===== src/rtl/dispatch_scheduler.sv =====
// In-order dispatch of decoded op pairs into per-unit reservation stations,
// gated by credit counters and unit issue-port limits.
module dispatch_scheduler #(
    parameter int TAG_W     = 6,
    parameter int ALU_DEPTH = 4,
    parameter int BU_DEPTH  = 2,
    parameter int DUL_DEPTH = 4,
    parameter int DUS_DEPTH = 4,
    localparam int ALU_CW   = $clog2(ALU_DEPTH + 1),
    localparam int BU_CW    = $clog2(BU_DEPTH + 1),
    localparam int DUL_CW   = $clog2(DUL_DEPTH + 1),
    localparam int DUS_CW   = $clog2(DUS_DEPTH + 1)
) (
    input  logic              clk,
    input  logic              rst,
    input  logic              flush,
    input  logic              in_valid,
    output logic              in_ready,
    input  logic [1:0]        in_lane_vld,
    input  logic [1:0]        in_unit0,
    input  logic [1:0]        in_unit1,
    input  logic [TAG_W-1:0]  in_tag0,
    input  logic [TAG_W-1:0]  in_tag1,
    input  logic [1:0]        ret_alu,
    input  logic              ret_bu,
    input  logic              ret_dul,
    input  logic              ret_dus,
    output logic [1:0]        iss_alu_vld,
    output logic [TAG_W-1:0]  iss_alu_tag0,
    output logic [TAG_W-1:0]  iss_alu_tag1,
    output logic              iss_bu_vld,
    output logic              iss_dul_vld,
    output logic              iss_dus_vld,
    output logic [TAG_W-1:0]  iss_bu_tag,
    output logic [TAG_W-1:0]  iss_dul_tag,
    output logic [TAG_W-1:0]  iss_dus_tag,
    output logic [ALU_CW-1:0] cred_alu,
    output logic [BU_CW-1:0]  cred_bu,
    output logic [DUL_CW-1:0] cred_dul,
    output logic [DUS_CW-1:0] cred_dus
);

    typedef enum logic [1:0] {EMPTY, PAIR, HALF} state_t;
    typedef enum logic [1:0] {U_ALU = 2'd0, U_BU = 2'd1, U_DUL = 2'd2, U_DUS = 2'd3} unit_t;

    state_t           state;
    logic             old_vld, yng_vld;
    unit_t            old_unit, yng_unit;
    logic [TAG_W-1:0] old_tag, yng_tag;

    logic             old_here, yng_here, old_go, yng_go, yng_ok;
    logic             all_done, accept, half_move;
    logic [3:0]       cred_nz;
    logic [1:0]       disp_alu;
    logic [1:0]       alu_vld_d;
    logic             bu_vld_d, dul_vld_d, dus_vld_d;
    logic [TAG_W-1:0] alu_tag0_d, alu_tag1_d, bu_tag_d, dul_tag_d, dus_tag_d;
    int               alu_sum, bu_sum, dul_sum, dus_sum;

    always_comb begin
        // NOTE: every combinational output is given a default first so no path can infer a latch.
        alu_vld_d  = '0;
        bu_vld_d   = 1'b0;
        dul_vld_d  = 1'b0;
        dus_vld_d  = 1'b0;
        alu_tag0_d = '0;
        alu_tag1_d = '0;
        bu_tag_d   = '0;
        dul_tag_d  = '0;
        dus_tag_d  = '0;

        cred_nz  = {cred_dus != '0, cred_dul != '0, cred_bu != '0, cred_alu != '0};
        old_here = (state != EMPTY) && old_vld;
        yng_here = (state == PAIR) && yng_vld;
        old_go   = old_here && cred_nz[old_unit];

        // Two ops to the same unit only fit when that unit has two ports (ALU).
        if (old_here && (old_unit == yng_unit))
            yng_ok = (yng_unit == U_ALU) && (int'(cred_alu) >= 2);
        else
            yng_ok = cred_nz[yng_unit];

        yng_go    = yng_here && (old_go || !old_here) && yng_ok;
        all_done  = (!old_here || old_go) && (!yng_here || yng_go);
        half_move = yng_here && !yng_go && (old_go || !old_here);
        in_ready  = !flush && all_done;
        accept    = in_valid && in_ready;

        if (old_go) begin
            case (old_unit)
                U_ALU: begin alu_vld_d[0] = 1'b1; alu_tag0_d = old_tag; end
                U_BU:  begin bu_vld_d  = 1'b1; bu_tag_d  = old_tag; end
                U_DUL: begin dul_vld_d = 1'b1; dul_tag_d = old_tag; end
                U_DUS: begin dus_vld_d = 1'b1; dus_tag_d = old_tag; end
            endcase
        end
        if (yng_go) begin
            case (yng_unit)
                U_ALU: begin
                    if (alu_vld_d[0]) begin alu_vld_d[1] = 1'b1; alu_tag1_d = yng_tag; end
                    else              begin alu_vld_d[0] = 1'b1; alu_tag0_d = yng_tag; end
                end
                U_BU:  begin bu_vld_d  = 1'b1; bu_tag_d  = yng_tag; end
                U_DUL: begin dul_vld_d = 1'b1; dul_tag_d = yng_tag; end
                U_DUS: begin dus_vld_d = 1'b1; dus_tag_d = yng_tag; end
            endcase
        end

        disp_alu = {1'b0, alu_vld_d[0]} + {1'b0, alu_vld_d[1]};
        alu_sum  = int'(cred_alu) - int'(disp_alu) + int'(ret_alu);
        bu_sum   = int'(cred_bu)  - int'(bu_vld_d)  + int'(ret_bu);
        dul_sum  = int'(cred_dul) - int'(dul_vld_d) + int'(ret_dul);
        dus_sum  = int'(cred_dus) - int'(dus_vld_d) + int'(ret_dus);
    end

    always_ff @(posedge clk) begin
        if (rst || flush) begin
            state        <= EMPTY;
            iss_alu_vld  <= '0;
            iss_alu_tag0 <= '0;
            iss_alu_tag1 <= '0;
            iss_bu_vld   <= 1'b0;
            iss_dul_vld  <= 1'b0;
            iss_dus_vld  <= 1'b0;
            iss_bu_tag   <= '0;
            iss_dul_tag  <= '0;
            iss_dus_tag  <= '0;
            cred_alu     <= ALU_CW'(ALU_DEPTH);
            cred_bu      <= BU_CW'(BU_DEPTH);
            cred_dul     <= DUL_CW'(DUL_DEPTH);
            cred_dus     <= DUS_CW'(DUS_DEPTH);
        end else begin
            iss_alu_vld  <= alu_vld_d;
            iss_alu_tag0 <= alu_tag0_d;
            iss_alu_tag1 <= alu_tag1_d;
            iss_bu_vld   <= bu_vld_d;
            iss_dul_vld  <= dul_vld_d;
            iss_dus_vld  <= dus_vld_d;
            iss_bu_tag   <= bu_tag_d;
            iss_dul_tag  <= dul_tag_d;
            iss_dus_tag  <= dus_tag_d;
            cred_alu     <= ALU_CW'(alu_sum);
            cred_bu      <= BU_CW'(bu_sum);
            cred_dul     <= DUL_CW'(dul_sum);
            cred_dus     <= DUS_CW'(dus_sum);
            if (accept)         state <= PAIR;
            else if (all_done)  state <= EMPTY;
            else if (half_move) state <= HALF;
        end
    end

    always_ff @(posedge clk) begin
        // NOTE: slot payloads carry no reset; state alone decides whether they mean anything.
        if (accept) begin
            old_vld  <= in_lane_vld[0];
            old_unit <= unit_t'(in_unit0);
            old_tag  <= in_tag0;
            yng_vld  <= in_lane_vld[1];
            yng_unit <= unit_t'(in_unit1);
            yng_tag  <= in_tag1;
        end else if (half_move) begin
            old_vld  <= 1'b1;
            old_unit <= yng_unit;
            old_tag  <= yng_tag;
        end
    end

    // Returning more credits than were outstanding is an upstream protocol error.
    assert property (@(posedge clk) disable iff (rst || flush) (alu_sum >= 0 && alu_sum <= ALU_DEPTH))
        else $error("alu credit out of range");
    assert property (@(posedge clk) disable iff (rst || flush) (bu_sum >= 0 && bu_sum <= BU_DEPTH))
        else $error("bu credit out of range");
    assert property (@(posedge clk) disable iff (rst || flush) (dul_sum >= 0 && dul_sum <= DUL_DEPTH))
        else $error("dul credit out of range");
    assert property (@(posedge clk) disable iff (rst || flush) (dus_sum >= 0 && dus_sum <= DUS_DEPTH))
        else $error("dus credit out of range");

endmodule


===== config.mk =====
export PLATFORM = sky130hd
export DESIGN_NAME = dispatch_scheduler
export DESIGN_NICKNAME = d
export VERILOG_FILES = /design/src/rtl/dispatch_scheduler.sv
export SDC_FILE = /design/constraint.sdc
export NUM_CORES = 1
export LEC_CHECK = 0
export BUFFER_PORTS_ARGS = -buffer_cell sky130_fd_sc_hd__buf_2
export CORE_MARGIN = 2
export CORE_UTILIZATION = 48
export DETAILED_ROUTE_END_ITERATION = 8
export GPL_TIMING_DRIVEN = 0
export HOLD_SLACK_MARGIN = 0.1
export PLACE_DENSITY = 0.74
export SLEW_MARGIN = 40
export SYNTH_ARGS = -nofsm -noshare
export SYNTH_HDL_FRONTEND = slang
export SYNTH_SLANG_ARGS = --single-unit

===== constraint.sdc =====
create_clock -name clk -period 6.1 [get_ports clk]
set_input_delay 0.915 -clock clk [delete_from_list [all_inputs] [get_ports clk]]
set_output_delay 0.915 -clock clk [all_outputs]
set_load 0.01 [all_outputs]

-- Word-level counts from Yosys, hierarchy flattened
Index checks and enable logic that the tools add are counted.
- register bits after elaboration: 66
- bits in latches: 0
- memory bits (writable): 0
- ROM bits: 0
- input port bits: 27
- output and inout bits: 47
- word-level logic and storage cells: 122
- memories: 0
- $add $sub $neg: 9
- multiply operators: 0
- divide/modulo/power cells: 0
- magnitude comparators: 3
- equal/unequal tests: 8
- shift-type cells: 0
- multiplexer cells: 48
- bitwise operators: 3
- reductions and logical operators: 30
- operators with widths (kind ; number):
    two-way mux 6 bit ; 19
    two-way mux 1 bit ; 23
    logical AND 1 bit ; 12
    nonzero test 3 bit ; 4
    == test 2 bit, second input constant ; 4
    two-way mux 2 bit ; 4
    adder 3 x 2 -> 3 bit ; 2
    == test 2 x 1 -> 1 bit, second input constant ; 3
    < comparator 2 x 3 -> 1 bit, second input constant ; 2
    nonzero test 2 bit ; 3
    subtractor 3 x 1 -> 3 bit ; 2
    binary-select mux 1 bit (select 2 bit) ; 2
    logical NOT 1 bit ; 4
    logical NOT 2 bit ; 2
    OR reduction 4 bit ; 1
    adder 3 bit ; 1
    greater-or-equal comparator 3 x 2 -> 1 bit, second input constant ; 1
    logical OR 1 bit ; 3
    NOT 1 bit ; 3
    OR reduction 3 bit ; 1
    subtractor 3 x 2 -> 3 bit ; 1
    adder 1 x 1 -> 2 bit ; 1
    adder 2 bit ; 1
    == test 2 bit ; 1
    subtractor 2 x 1 -> 2 bit ; 1

-- Depth between registers and ports, before layout
- word-level depth: 13
- mapped depth: 15
- depth with buffers taken out: 14

-- Worst setup path before layout
OpenSTA, ideal clock, no wires.
- path type: register to register
- start: register old_unit[1]
- end: register cred_alu[2]
- setup time: 126 ps
- arrival time: 3480 ps
- required time: 5974 ps
- setup slack: 2494 ps
- stages on the path, launching flop included: 14
- path buffers: 0
- clock period less this slack: 3606 ps
- path through: edfxtp_1 -> mux4_1 -> a21boi_0 -> nand4_1 -> nor2_1 -> fa_1 -> fa_1 -> inv_1 -> ha_1 -> inv_1 -> fa_1 -> xnor2_1 -> xnor2_1 -> nand2_1
- longest elaborated chain between the ends: 10
- elaborated cells between the ends (all ways): 18
- ends and longest elaborated chain (what ; line ; text):
    start: declaration ; 48 ; unit_t old_unit, yng_unit;
    start signal: assignment ; 156 ; old_unit <= unit_t'(in_unit0);
    start signal: assignment ; 163 ; old_unit <= yng_unit;
    binary-select mux 1 bit (select 2 bit) ; 75 ; old_go = old_here && cred_nz[old_unit];
    two-way mux 1 bit (not written as such) ; 75 ;
    logical AND 1 bit ; 75 ;
    two-way mux 1 bit or logical OR 1 bit (tied branches) ; 89, 83 ;
    two-way mux 1 bit or logical AND 1 bit (tied branches) ; 100, 83 ;
    two-way mux 2 bit or logical AND 1 bit (tied branches) ; 98, 83 ;
    two-way mux 2 bit (*) ; 97 ; if (yng_go) begin
    via alu_vld_d[1] ; 55 ; logic [1:0] alu_vld_d;
    adder 1 x 1 -> 2 bit (*) ; 109 ; disp_alu = {1'b0, alu_vld_d[0]} + {1'b0, alu_vld_d[1]};
    subtractor 3 x 2 -> 3 bit (*) ; 110 ; alu_sum = int'(cred_alu) - int'(disp_alu) + int'(ret_alu);
    adder 3 bit (*) ; 110 ;
    end signal: assignment ; 128 ; cred_alu <= ALU_CW'(ALU_DEPTH);
    end signal: assignment ; 142 ; cred_alu <= ALU_CW'(alu_sum);
    end: declaration ; 37 ; output logic [ALU_CW-1:0] cred_alu,
The timed path passes the listed nets; every way through them passes the cells marked *. The select of a mux whose other input is x is not followed.
A chain may end at the register's enable or synchronous reset.

-- Worst setup path after layout
Same ends and word-level chain as after synthesis.

==> results.py <==
metrics = {
    "status": {
        "status": "complete, no violations",
    },
    "critical_path": {
        "slowest_stage": "mux4_1",
        "rr_startpoint": "old_unit[1]",
        "cpMostUsedCell": "fa_1",
        "max_stage_delay_ns": 0.71,
        "worstSetupPathType": "flip-flop to flip-flop",
        "crit_path_start_kind": "flip-flop",
        "cp_cell_sequence": "mux4_1 > a21boi_0 > nand4_1 > nor2_1 > fa_1 > fa_1 > inv_1 > ha_1 > inv_1 > fa_1 > xnor2_1 > xnor2_1 > nand2_1",
        "critPathArrivalTime_ns": 4.37,
        "reg2regPathDepth": 13,
        "rrSetupSlack_ns": 1.95,
        "worst_setup_path_end_kind": "flip-flop",
        "r2r_end": "cred_alu[2]",
        "critPathBufInv": 2,
        "cp_max_fo": 6,
        "crit_family": "adder cells",
        "cp.required_ns": 6.32,
    },
    "clocking": {
        "cts_buffers": 9,
        "clockRootBuffer": "clkbuf_8",
        "clock_sinks": 66,
        "cts_tree": "yes",
        "postCtsSetupRepairBufs": 0,
        "cts_hold_buffers": 0,
        "htree_levels": 3,
        "insertion_delay_ns": 0.34,
        "postCtsResizedCells": 0,
        "path_clk_slew_ns": 0.07,
        "cts_buffer_depth": 2,
    },
    "sta": {
        "finalMaxSlewViolations": 0,
        "setup_tns_ns": 0,
        "period_share_pct": 68.1,
        "setup_viol": 0,
        "hold_viol_final": 0,
        "fin_crit_ns": 4.15,
        "slew-limit-headroom_pct": 51.3,
        "fmax_ghz": 0.241,
        "rsz0062_at_grt": "no",
        "skew_ns": 0.0108,
        "worst_pin_slew_ns": 0.725,
    },
    "detailed_routing": {
        "routedWlPerCell_um": 14.1,
        "firstDrtPassIters": 4,
        "vias": 2062,
        "wirelength_mm": 5.73,
        "ant_nets": 0,
        "drt_iter0_markers": 91,
        "vias_per_cell": 5.08,
        "route.detailed.drc": 0,
    },
    "logic_synthesis": {
        "syn_nets": 285,
        "synth_warnings": 0,
        "ys_ff_latch": 66,
        "synth_cells": 245,
        "ys_seq_area_share_pct": 53.6,
        "netlist_area_um2": 2800,
        "syn_avg_cell_area_um2": 11.4,
        "synthArstFlopShare_pct": 0,
        "synth_edf_count": 18,
        "synth-main-ff-cell": "dfxtp_1",
        "ys_types": 45,
    },
    "floorplanning": {
        "core-area_um2": 5570,
        "ios": 74,
        "die_w_um": 80.4,
        "row_count": 27,
        "initial_core_util_pct": 50.2,
        "die_y_um": 80.4,
        "dieArea_um2": 6460,
    },
    "min_path": {
        "worstHoldStart": "state[0]",
        "whs_path_depth": 2,
        "worstHoldEndpoint": "state[0]",
        "min_path_type": "flip-flop to flip-flop",
    },
    "job": {
        "drv_cap": 0,
    },
    "layout": {
        "drive_gt1_share_pct": 32.3,
        "nFillCells": 487,
        "diodes": 0,
        "final_nets": 369,
        "area_growth_pct": 24.5,
        "finalInstanceArea_um2": 3480,
    },
    "grt": {
        "grt_pass1_vias": 1994,
        "grt_overflow": 0,
        "grt_pass1_wl_mm": 9.40,
        "gr-usage-all-layers_pct": 19.7,
        "grt_max_degree": 13,
        "antenna_found_initial": 0,
    },
    "pwr": {
        "pwr_density_cell_nw_per_um2": 268,
        "irDropWorstVdd_mv": 0.163,
        "leakage_nw": 1.54,
    },
    "placed_design": {
        "hpwl_mm": 4.21,
        "gp_congestion": 0.860,
        "placed_area_um2": 3260,
        "port_buffers": 73,
    },
}
-- registers in the layout, summed over array words and instances (netlist names) --
name and count:
iss_alu_tag0 6, cred_bu 2, iss_dul_vld 1, iss_dul_tag 6, iss_alu_tag1 6, iss_bu_tag 6
yng_tag 6, iss_bu_vld 1, iss_dus_tag 6, cred_dul 3, state 2, old_vld 1
cred_alu 3, old_unit 2, iss_alu_vld 2, cred_dus 3, old_tag 6, yng_vld 1
yng_unit 2, iss_dus_vld 1
-- per-stage QoR --
step	worst slack, ns	total power, W	hold slack (ns)	util [%]	cells
floorplan	2.49	0.000523	0.458	-	245
global placement	2.25	0.000545	0.472	58.4	390
detailed placement	2.13	0.000548	0.480	58.5	390
CTS	1.99	0.000942	0.488	62.4	406
global route	1.76	0.000973	0.517	62.5	406
finish	1.95	0.000934	0.491	62.5	406
-- layout make-up --
class	count	area, um^2	share of cell area [%]
Sequential cell	66	1500	43.1
Clock inverter	7	93.8	2.69
Timing Repair Buffer	73	365	10.5
Inverter	18	67.6	1.94
Multi-Input combinational cell	150	1180	34.0
Clock buffer	9	124	3.56
Buffer	11	57.6	1.65
Tap cell	72	90.1	2.59
-- power by group --
part / internal, W / switching (W)
sequential: 0.000461 / 0.0000114
combinational: 0.0000317 / 0.0000335
clock: 0.000229 / 0.000167
-- tightest hold or removal path: stages, from the launching register on --
cell     delay (ns)
dfxtp_1        0.33
nand2_1        0.06
a21oi_1        0.05
-- cells in the mapped netlist, types with 2 or more instances --
cell type | count | area share [%]
dfxtp_1 | 48 | 34
nor2_1 | 24 | 3.2
a22oi_1 | 18 | 4.8
edfxtp_1 | 18 | 19
inv_1 | 18 | 2.4
and2_1 | 12 | 2.7
nand2_1 | 11 | 1.5
ha_1 | 8 | 3.6
clkbuf_1 | 7 | 0.94
mux2_4 | 7 | 3.8
xnor2_1 | 7 | 2.2
a32o_1 | 6 | 2.1
and3_1 | 6 | 1.3
fa_1 | 5 | 3.6
nor3_1 | 5 | 0.89
a211oi_1 | 4 | 1.1
or2_2 | 4 | 0.89
a21oi_1 | 3 | 0.54
nor4b_1 | 3 | 0.94
o311ai_0 | 3 | 0.94
buf_6 | 2 | 0.80
mux2_2 | 2 | 0.80
xor2_1 | 2 | 0.63
-- cells in the final DEF (no fill, tap or decap), drive strengths merged, types with 2 or more instances in the layout --
cell    instances
bufinv          2
ha              8
clkinv          4
nor2           24
xor2            3
and2           12
buf            76
xnor2           7
a22oi          18
o21ai           2
o311ai          3
a32o            6
edfxtp         18
clkbuf         17
and3            6
nor4b           3
or2             5
fa              5
inv            18
a211oi          4
nand2          11
dfxtp          48
or3             2
mux2            9
a21oi           3
nor3            5
-- cells by family (layout without fill, tap and decap cells) --
logic type,Yosys count,count (layout),synth area share [%]
compound gates,41,41,11.4
xor+xnor,10,10,3.40
fa+ha+maj,13,13,7.15
buf+inv,29,118,4.47
flops,66,66,53.6
mux,10,10,5.50
simple gates,76,76,14.4
-- metal layers --
metal  vias to the layer above  wire, um  global-route usage (%)
met2                        74      2680                    30.4
met3                         5       378                    5.62
li1                       1039         -                       -
met1                       944      2590                    25.4
met4                         0        81                    9.66
met5                         -         0                       0
-- worst max path at each step --
stage | from | to | depth (start not counted)
after floorplan | old_unit[1] | cred_alu[2] | 13
after global placement | old_unit[1] | cred_alu[2] | 13
after detailed placement | old_unit[1] | cred_alu[2] | 13
after CTS | old_unit[1] | cred_alu[2] | 13
after global routing | old_unit[1] | cred_alu[2] | 13
final | old_unit[1] | cred_alu[2] | 13
No activity file was read; power rests on OpenSTA's default activity.
